## src/rtl/cpu_bus_arbiter_if.sv

```systemverilog
// -----------------------------------------------------------------------------
// cpu_bus_arbiter_if
// Signal bundle between the CPU core ports (fetch, data), the system bus and
// the cpu_bus_arbiter. Names keep the arbiter's point of view: i_* are inputs
// to the arbiter, o_* are driven by it.
//
//   fetch : i_fetch_request, i_fetch_address, o_fetch_rdata, o_fetch_ready
//   data  : i_data_request, i_data_rw, i_data_address, i_data_wdata,
//           o_data_rdata, o_data_ready
//   bus   : o_bus_request, o_bus_rw, o_bus_address, o_bus_wdata,
//           i_bus_rdata, i_bus_ready
//   status: o_grant (00 idle, 01 fetch, 10 data), o_timeout
//
// Modports:
//   slave  - the arbiter itself
//   master - the environment around it (core requesters + bus model)
// -----------------------------------------------------------------------------
interface cpu_bus_arbiter_if;

   // fetch requester
   logic        i_fetch_request;
   logic [31:0] i_fetch_address;
   logic [31:0] o_fetch_rdata;
   logic        o_fetch_ready;

   // data requester
   logic        i_data_request;
   logic        i_data_rw;
   logic [31:0] i_data_address;
   logic [31:0] i_data_wdata;
   logic [31:0] o_data_rdata;
   logic        o_data_ready;

   // system bus
   logic        o_bus_request;
   logic        o_bus_rw;
   logic [31:0] o_bus_address;
   logic [31:0] o_bus_wdata;
   logic [31:0] i_bus_rdata;
   logic        i_bus_ready;

   // status
   logic [1:0]  o_grant;
   logic        o_timeout;

   modport slave (
      input  i_fetch_request, i_fetch_address,
      output o_fetch_rdata, o_fetch_ready,
      input  i_data_request, i_data_rw, i_data_address, i_data_wdata,
      output o_data_rdata, o_data_ready,
      output o_bus_request, o_bus_rw, o_bus_address, o_bus_wdata,
      input  i_bus_rdata, i_bus_ready,
      output o_grant, o_timeout
   );

   modport master (
      output i_fetch_request, i_fetch_address,
      input  o_fetch_rdata, o_fetch_ready,
      output i_data_request, i_data_rw, i_data_address, i_data_wdata,
      input  o_data_rdata, o_data_ready,
      input  o_bus_request, o_bus_rw, o_bus_address, o_bus_wdata,
      output i_bus_rdata, i_bus_ready,
      input  o_grant, o_timeout
   );

endinterface

```

## src/rtl/cpu_bus_arbiter.sv

```systemverilog
// -----------------------------------------------------------------------------
// cpu_bus_arbiter
// Shares the single CPU memory bus between the instruction-fetch path and the
// data path. A grant is latched per transaction, the granted requester is
// muxed onto the bus, and read data / ready are routed back to that requester
// only. A watchdog aborts a granted transaction after TIMEOUT bus cycles.
//
// Parameters:
//   TIMEOUT - bus cycles allowed per granted transaction (0 = no watchdog)
//
// Ports:
//   i_clock - clock
//   i_reset - synchronous, active-high reset
//   bus     - cpu_bus_arbiter_if.slave (fetch, data, bus and status signals)
//
// Build option:
//   CPU_BUS_ARBITER_RR_EN - when defined, ties in IDLE go to the port that was
//   not granted last. When undefined, data always wins ties.
// -----------------------------------------------------------------------------
module cpu_bus_arbiter #(
   parameter int TIMEOUT = 1024
) (
   input  logic              i_clock,
   input  logic              i_reset,
   cpu_bus_arbiter_if.slave  bus
);

   // State encoding doubles as the o_grant status code.
   typedef enum logic [1:0] {
      IDLE        = 2'b00,
      GRANT_FETCH = 2'b01,
      GRANT_DATA  = 2'b10
   } state_e;

   localparam int              CW       = (TIMEOUT > 0) ? $clog2(TIMEOUT + 1) : 1;
   localparam bit              WD_EN    = (TIMEOUT != 0);
   localparam logic [CW-1:0]   CNT_LAST = CW'(TIMEOUT - 1);
   localparam logic [CW-1:0]   CNT_MAX  = {CW{1'b1}};

   state_e         state_q, state_d;
   logic [CW-1:0]  cnt_q, cnt_d;

`ifdef CPU_BUS_ARBITER_RR_EN
   // 1 = data was the most recent grant, 0 = fetch (reset value).
   logic           last_data_q, last_data_d;
`endif

   // Combinational outputs
   logic        fetch_ready, data_ready;
   logic [31:0] fetch_rdata, data_rdata;
   logic        bus_request, bus_rw;
   logic [31:0] bus_address, bus_wdata;
   logic        timeout;
   logic        pick_data;
   logic        wd_expire;

   // --------------------------------------------------------------------------
   // State register
   // --------------------------------------------------------------------------
   always_ff @(posedge i_clock) begin
      if (i_reset) begin
         state_q     <= IDLE;
         cnt_q       <= '0;
`ifdef CPU_BUS_ARBITER_RR_EN
         last_data_q <= 1'b0;
`endif
      end else begin
         state_q     <= state_d;
         cnt_q       <= cnt_d;
`ifdef CPU_BUS_ARBITER_RR_EN
         last_data_q <= last_data_d;
`endif
      end
   end

   // --------------------------------------------------------------------------
   // Tie-break: which port wins when leaving IDLE
   // --------------------------------------------------------------------------
`ifdef CPU_BUS_ARBITER_RR_EN
   // On a tie, data wins only if fetch was granted last.
   assign pick_data = bus.i_data_request & (~bus.i_fetch_request | ~last_data_q);
`else
   assign pick_data = bus.i_data_request;
`endif

   // Abort fires on the TIMEOUT-th granted cycle; bus ready in that same
   // cycle is checked first and wins.
   assign wd_expire = WD_EN && (cnt_q == CNT_LAST);

   // --------------------------------------------------------------------------
   // Next state and outputs
   // --------------------------------------------------------------------------
   always_comb begin
      state_d     = state_q;
      cnt_d       = cnt_q;
`ifdef CPU_BUS_ARBITER_RR_EN
      last_data_d = last_data_q;
`endif
      fetch_ready = 1'b0;
      fetch_rdata = '0;
      data_ready  = 1'b0;
      data_rdata  = '0;
      bus_request = 1'b0;
      bus_rw      = 1'b0;
      bus_address = '0;
      bus_wdata   = '0;
      timeout     = 1'b0;

      case (state_q)
         IDLE: begin
            // Counter restarts for every grant; i_bus_ready is ignored here.
            cnt_d = '0;
            if (pick_data) begin
               state_d     = GRANT_DATA;
`ifdef CPU_BUS_ARBITER_RR_EN
               last_data_d = 1'b1;
`endif
            end else if (bus.i_fetch_request) begin
               state_d     = GRANT_FETCH;
`ifdef CPU_BUS_ARBITER_RR_EN
               last_data_d = 1'b0;
`endif
            end
         end

         GRANT_FETCH: begin
            // Request follows the requester; the grant itself is held.
            bus_request = bus.i_fetch_request;
            bus_address = bus.i_fetch_address;
            if (bus.i_bus_ready) begin
               fetch_ready = 1'b1;
               fetch_rdata = bus.i_bus_rdata;
               state_d     = IDLE;
            end else if (wd_expire) begin
               fetch_ready = 1'b1;
               timeout     = 1'b1;
               state_d     = IDLE;
            end else if (cnt_q != CNT_MAX) begin
               cnt_d = cnt_q + 1'b1;
            end
         end

         GRANT_DATA: begin
            bus_request = bus.i_data_request;
            bus_rw      = bus.i_data_rw;
            bus_address = bus.i_data_address;
            bus_wdata   = bus.i_data_wdata;
            if (bus.i_bus_ready) begin
               data_ready = 1'b1;
               data_rdata = bus.i_bus_rdata;
               state_d    = IDLE;
            end else if (wd_expire) begin
               data_ready = 1'b1;
               timeout    = 1'b1;
               state_d    = IDLE;
            end else if (cnt_q != CNT_MAX) begin
               cnt_d = cnt_q + 1'b1;
            end
         end

         default: state_d = IDLE;
      endcase
   end

   // --------------------------------------------------------------------------
   // Output wiring
   // --------------------------------------------------------------------------
   assign bus.o_fetch_ready = fetch_ready;
   assign bus.o_fetch_rdata = fetch_rdata;
   assign bus.o_data_ready  = data_ready;
   assign bus.o_data_rdata  = data_rdata;
   assign bus.o_bus_request = bus_request;
   assign bus.o_bus_rw      = bus_rw;
   assign bus.o_bus_address = bus_address;
   assign bus.o_bus_wdata   = bus_wdata;
   assign bus.o_grant       = state_q;
   assign bus.o_timeout     = timeout;

endmodule
```

## src/flat_wrapper.sv

```systemverilog
// flat-port wrapper written by rule: the top's interface ports become plain ports
module cpu_bus_arbiter_flat 
#(
   parameter int TIMEOUT = 1024
)
  (i_clock, i_reset, bus_i_fetch_request, bus_i_fetch_address, bus_o_fetch_rdata, bus_o_fetch_ready, bus_i_data_request, bus_i_data_rw, bus_i_data_address, bus_i_data_wdata, bus_o_data_rdata, bus_o_data_ready, bus_o_bus_request, bus_o_bus_rw, bus_o_bus_address, bus_o_bus_wdata, bus_i_bus_rdata, bus_i_bus_ready, bus_o_grant, bus_o_timeout);
  cpu_bus_arbiter_if bus_i ();
  input  logic i_clock;
  input  logic i_reset;
  input wire logic [$bits(bus_i.i_fetch_request)-1:0] bus_i_fetch_request;
  input wire logic [$bits(bus_i.i_fetch_address)-1:0] bus_i_fetch_address;
  output wire logic [$bits(bus_i.o_fetch_rdata)-1:0] bus_o_fetch_rdata;
  output wire logic [$bits(bus_i.o_fetch_ready)-1:0] bus_o_fetch_ready;
  input wire logic [$bits(bus_i.i_data_request)-1:0] bus_i_data_request;
  input wire logic [$bits(bus_i.i_data_rw)-1:0] bus_i_data_rw;
  input wire logic [$bits(bus_i.i_data_address)-1:0] bus_i_data_address;
  input wire logic [$bits(bus_i.i_data_wdata)-1:0] bus_i_data_wdata;
  output wire logic [$bits(bus_i.o_data_rdata)-1:0] bus_o_data_rdata;
  output wire logic [$bits(bus_i.o_data_ready)-1:0] bus_o_data_ready;
  output wire logic [$bits(bus_i.o_bus_request)-1:0] bus_o_bus_request;
  output wire logic [$bits(bus_i.o_bus_rw)-1:0] bus_o_bus_rw;
  output wire logic [$bits(bus_i.o_bus_address)-1:0] bus_o_bus_address;
  output wire logic [$bits(bus_i.o_bus_wdata)-1:0] bus_o_bus_wdata;
  input wire logic [$bits(bus_i.i_bus_rdata)-1:0] bus_i_bus_rdata;
  input wire logic [$bits(bus_i.i_bus_ready)-1:0] bus_i_bus_ready;
  output wire logic [$bits(bus_i.o_grant)-1:0] bus_o_grant;
  output wire logic [$bits(bus_i.o_timeout)-1:0] bus_o_timeout;
  assign bus_i.i_fetch_request = bus_i_fetch_request;
  assign bus_i.i_fetch_address = bus_i_fetch_address;
  assign bus_o_fetch_rdata = bus_i.o_fetch_rdata;
  assign bus_o_fetch_ready = bus_i.o_fetch_ready;
  assign bus_i.i_data_request = bus_i_data_request;
  assign bus_i.i_data_rw = bus_i_data_rw;
  assign bus_i.i_data_address = bus_i_data_address;
  assign bus_i.i_data_wdata = bus_i_data_wdata;
  assign bus_o_data_rdata = bus_i.o_data_rdata;
  assign bus_o_data_ready = bus_i.o_data_ready;
  assign bus_o_bus_request = bus_i.o_bus_request;
  assign bus_o_bus_rw = bus_i.o_bus_rw;
  assign bus_o_bus_address = bus_i.o_bus_address;
  assign bus_o_bus_wdata = bus_i.o_bus_wdata;
  assign bus_i.i_bus_rdata = bus_i_bus_rdata;
  assign bus_i.i_bus_ready = bus_i_bus_ready;
  assign bus_o_grant = bus_i.o_grant;
  assign bus_o_timeout = bus_i.o_timeout;
  cpu_bus_arbiter #(.TIMEOUT(TIMEOUT)) u_core (.i_clock(i_clock), .i_reset(i_reset), .bus(bus_i));
endmodule
```

## config.mk

```make
export PLATFORM = sky130hd
export DESIGN_NAME = cpu_bus_arbiter_flat
export DESIGN_NICKNAME = d
export VERILOG_FILES = /design/src/rtl/cpu_bus_arbiter_if.sv /design/src/rtl/cpu_bus_arbiter.sv /design/src/flat_wrapper.sv
export SDC_FILE = /design/constraint.sdc
export NUM_CORES = 1
export LEC_CHECK = 0
export ABC_AREA = 1
export CORE_AREA = 4 4 101 103
export CTS_CLUSTER_SIZE = 14
export DETAILED_ROUTE_END_ITERATION = 8
export DIE_AREA = 0 0 105 107
export GPL_TIMING_DRIVEN = 1
export PLACE_DENSITY = 0.72
export SYNTH_ARGS = -nofsm -noshare
export SYNTH_HDL_FRONTEND = slang
export SYNTH_SLANG_ARGS = --single-unit
```

## constraint.sdc

```tcl
create_clock -name i_clock -period 3.1 [get_ports i_clock]
set_input_delay 0.465 -clock i_clock [delete_from_list [all_inputs] [get_ports i_clock]]
set_output_delay 0.465 -clock i_clock [all_outputs]
set_load 0.01 [all_outputs]
```

==> flow_metrics.env <==
export IMPL_status="finished, final reports clean"
export IMPL_grt_total_usage_pct=19.4
export IMPL_critPathArrivalTime_ps=2340
export IMPL_start_kind="flip-flop"
export IMPL_p_int_w=0.000686
export IMPL_multi_input_area_mm2=0.00134
export IMPL_drive_above_1_share_pct=3.31
export IMPL_period_minus_slack_ps=2800
export IMPL_fill_cells=937
export IMPL_nets=803
export IMPL_grt_pass1_wl_um=17700
export IMPL_die_h_um=107
export IMPL_max_clock_freq_ghz=0.357
export IMPL_fin_skew_ps=1.31
export IMPL_yosysUniqueCellTypes=23
export IMPL_postRouteWirelength_um=11900
export IMPL_layout_commonest_cell="clkdlybuf4s50_1"
export IMPL_crit_chain="inv_1, ha_2, buf_4, nand2_1, a21oi_1, clkdlybuf4s50_1"
export IMPL_worst_slew_pin_slew_ps=1020
export IMPL_clk_pin_slew_ps=50
export IMPL_crit_required_ps=2630
export IMPL_synth_seq_area_share_pct=12.9
export IMPL_crit_family="buffers and inverters"
export IMPL_wl_per_cell_um=15.3
export IMPL_power_leakage_nw=2.02
export IMPL_critPathKind="flip-flop to output pin"
export IMPL_final_max_slew_viol_count=0
export IMPL_crit_fanout=66
export IMPL_numCtsBuffers=3
export IMPL_p_comb_share_pct=70.5
export IMPL_post_cts_resized=0
export IMPL_io_pins=269
export IMPL_io_buffers=268
export IMPL_vias_per_cell=4.45
export IMPL_core_area_mm2=0.00920
export IMPL_first_pass_iters=5
export IMPL_cp_end_kind="output pin"
export IMPL_grt_pass1_vias=3387
export IMPL_placed_area_mm2=0.00477
export IMPL_seqCellArea_um2=260
export IMPL_clock_power_share_pct=13.3
export IMPL_cts_tree="yes"
export IMPL_worstSkewPairLatency_ps=250
export IMPL_hold_ws_ps=483
export IMPL_grt_max_degree=67
export IMPL_hold_path_class="flip-flop to flip-flop"
export IMPL_antenna_found_initial=0
export IMPL_rows=35
export IMPL_switching_share_pct=42.1
export IMPL_synth_area_mm2=0.00202
export IMPL_syn_avg_cell_area_um2=4.88
export IMPL_syn_inst=414
export IMPL_cts_root_buf="clkbuf_8"
export IMPL_synth_seq_cells=13
export IMPL_antenna_left=0
export IMPL_cap_violations=0
export IMPL_path_buf_inv=3
export IMPL_critPathSlowestCell="clkdlybuf4s50_1"
export IMPL_fp_dieW_um=105
export IMPL_h_tree_depth=1
export IMPL_grt_overflow_total=0
export IMPL_slowest_delay_ps=610
export IMPL_cts_buffer_depth=2
export IMPL_die_area_mm2=0.0112
export IMPL_diodes=0
export IMPL_period_share_pct=90.3
export IMPL_timing_slew_headroom_pct=31.7
export IMPL_areaGrowthSynthToFinish_pct=139
export IMPL_rsz0062_at_grt="no"
export IMPL_hold_buffers=0
export IMPL_power_frac_seq_pct=16.2
export IMPL_r2r_slack_ps=930
export IMPL_hpwl_um=9570
export IMPL_drt_iter0_markers=207
export IMPL_layout_common_cells="clkdlybuf4s50_1 (268), nand2_1 (133), inv_1 (80)"
export IMPL_finalHoldViolCount=0
export IMPL_finalPower_w=0.00118
export IMPL_initial_utilization_pct=22.0
export IMPL_fin_area_mm2=0.00482
export IMPL_num_vias=3449
export IMPL_setup_violations_final=0
export IMPL_cts_setup_buffers=0
export IMPL_powerDensity_mw_per_mm2=246
export IMPL_setup_tns_ps=0
export IMPL_switching_power_w=0.000498
export IMPL_syn_num_nets=552
export IMPL_fin_cells=775
export IMPL_gp_congestion=0.933
export IMPL_cts_sinks=13
export IMPL_drc=0
export IMPL_peakVddDrop_uv=164
export IMPL_dpl_cell_count=771
export IMPL_ys_warn_count=0
[area by class of cell]
class                   instances  share of cell area (%)
repair buffers                273                    56.4
multi-input cells             290                    27.8
inverters                      84                    6.54
flip-flops and latches         13                    5.40
well taps                     111                    2.88
clock buffers                   4                   0.935
[state kept, by name, indices dropped and copies added, names as in the netlist]
register	count
u_core.cnt_q	11
u_core.bus.o_grant	2
[stage by stage]
step | util, % | setup WS (ps)
final | 52.4 | 300
after CTS | 52.4 | 265
after detailed placement | 51.9 | 464
after global placement | 51.9 | 510
after floorplan | - | 1320
after global routing | 52.4 | 135
[final timing paths]
check                         endpoint                   from  cells past startpoint
hold / removal        u_core.cnt_q[10]       u_core.cnt_q[10]                      2
hold reg to reg       u_core.cnt_q[10]       u_core.cnt_q[10]                      2
setup reg to reg       u_core.cnt_q[1]  u_core.bus.o_grant[0]                     11
setup / recovery  bus_o_bus_address[9]  u_core.bus.o_grant[0]                      6
[layer usage]
| metal | up-vias | share of wire, % | global-route usage (%) |
|---|---|---|---|
| met5 | - | 0 | 0 |
| met4 | 0 | 1.3 | 3.84 |
| met3 | 13 | 8.2 | 4.94 |
| met2 | 165 | 50 | 34.7 |
| met1 | 1502 | 40 | 23.4 |
| li1 | 1769 | - | - |
[cell usage after synthesis (all sizes together)]
cell type  count  area share, %
a21oi         40             10
buf           19            3.8
clkbuf         8            1.5
dfxtp         13             13
ha             4            2.5
inv           84             16
nand2        136             26
nand3          7            2.6
nand3b         3            1.1
nand4          2           0.62
nor2          29            6.1
nor3          66             16
nor3b          1           0.37
o21ai          1           0.25
or2            1           0.31
[cells by family after synthesis]
group / Yosys count / synth area share, %
AOI/OAI and AO/OA: 41 / 10.3
adders and majority gates: 4 / 2.48
buffers and inverters: 111 / 20.9
DFF: 13 / 12.9
and+or+nand+nor: 245 / 53.4
[power groups by stage]
stage | sequential (W) | clock, W | combinational, W
2_1_floorplan | 0.000193 | 0 | 0.000365
3_3_place_gp | 0.000194 | 0 | 0.000827
3_5_place_dp | 0.000196 | 0 | 0.000836
4_1_cts | 0.000192 | 0.000165 | 0.000842
5_1_grt | 0.000194 | 0.000170 | 0.000904
6_report | 0.000192 | 0.000157 | 0.000834
[tightest hold or removal path, stage by stage (launching register included)]
cell     delay [ps]
dfxtp_1         330
a21oi_1          50
nor2_1           70
(Power assumes the default switching activity.)
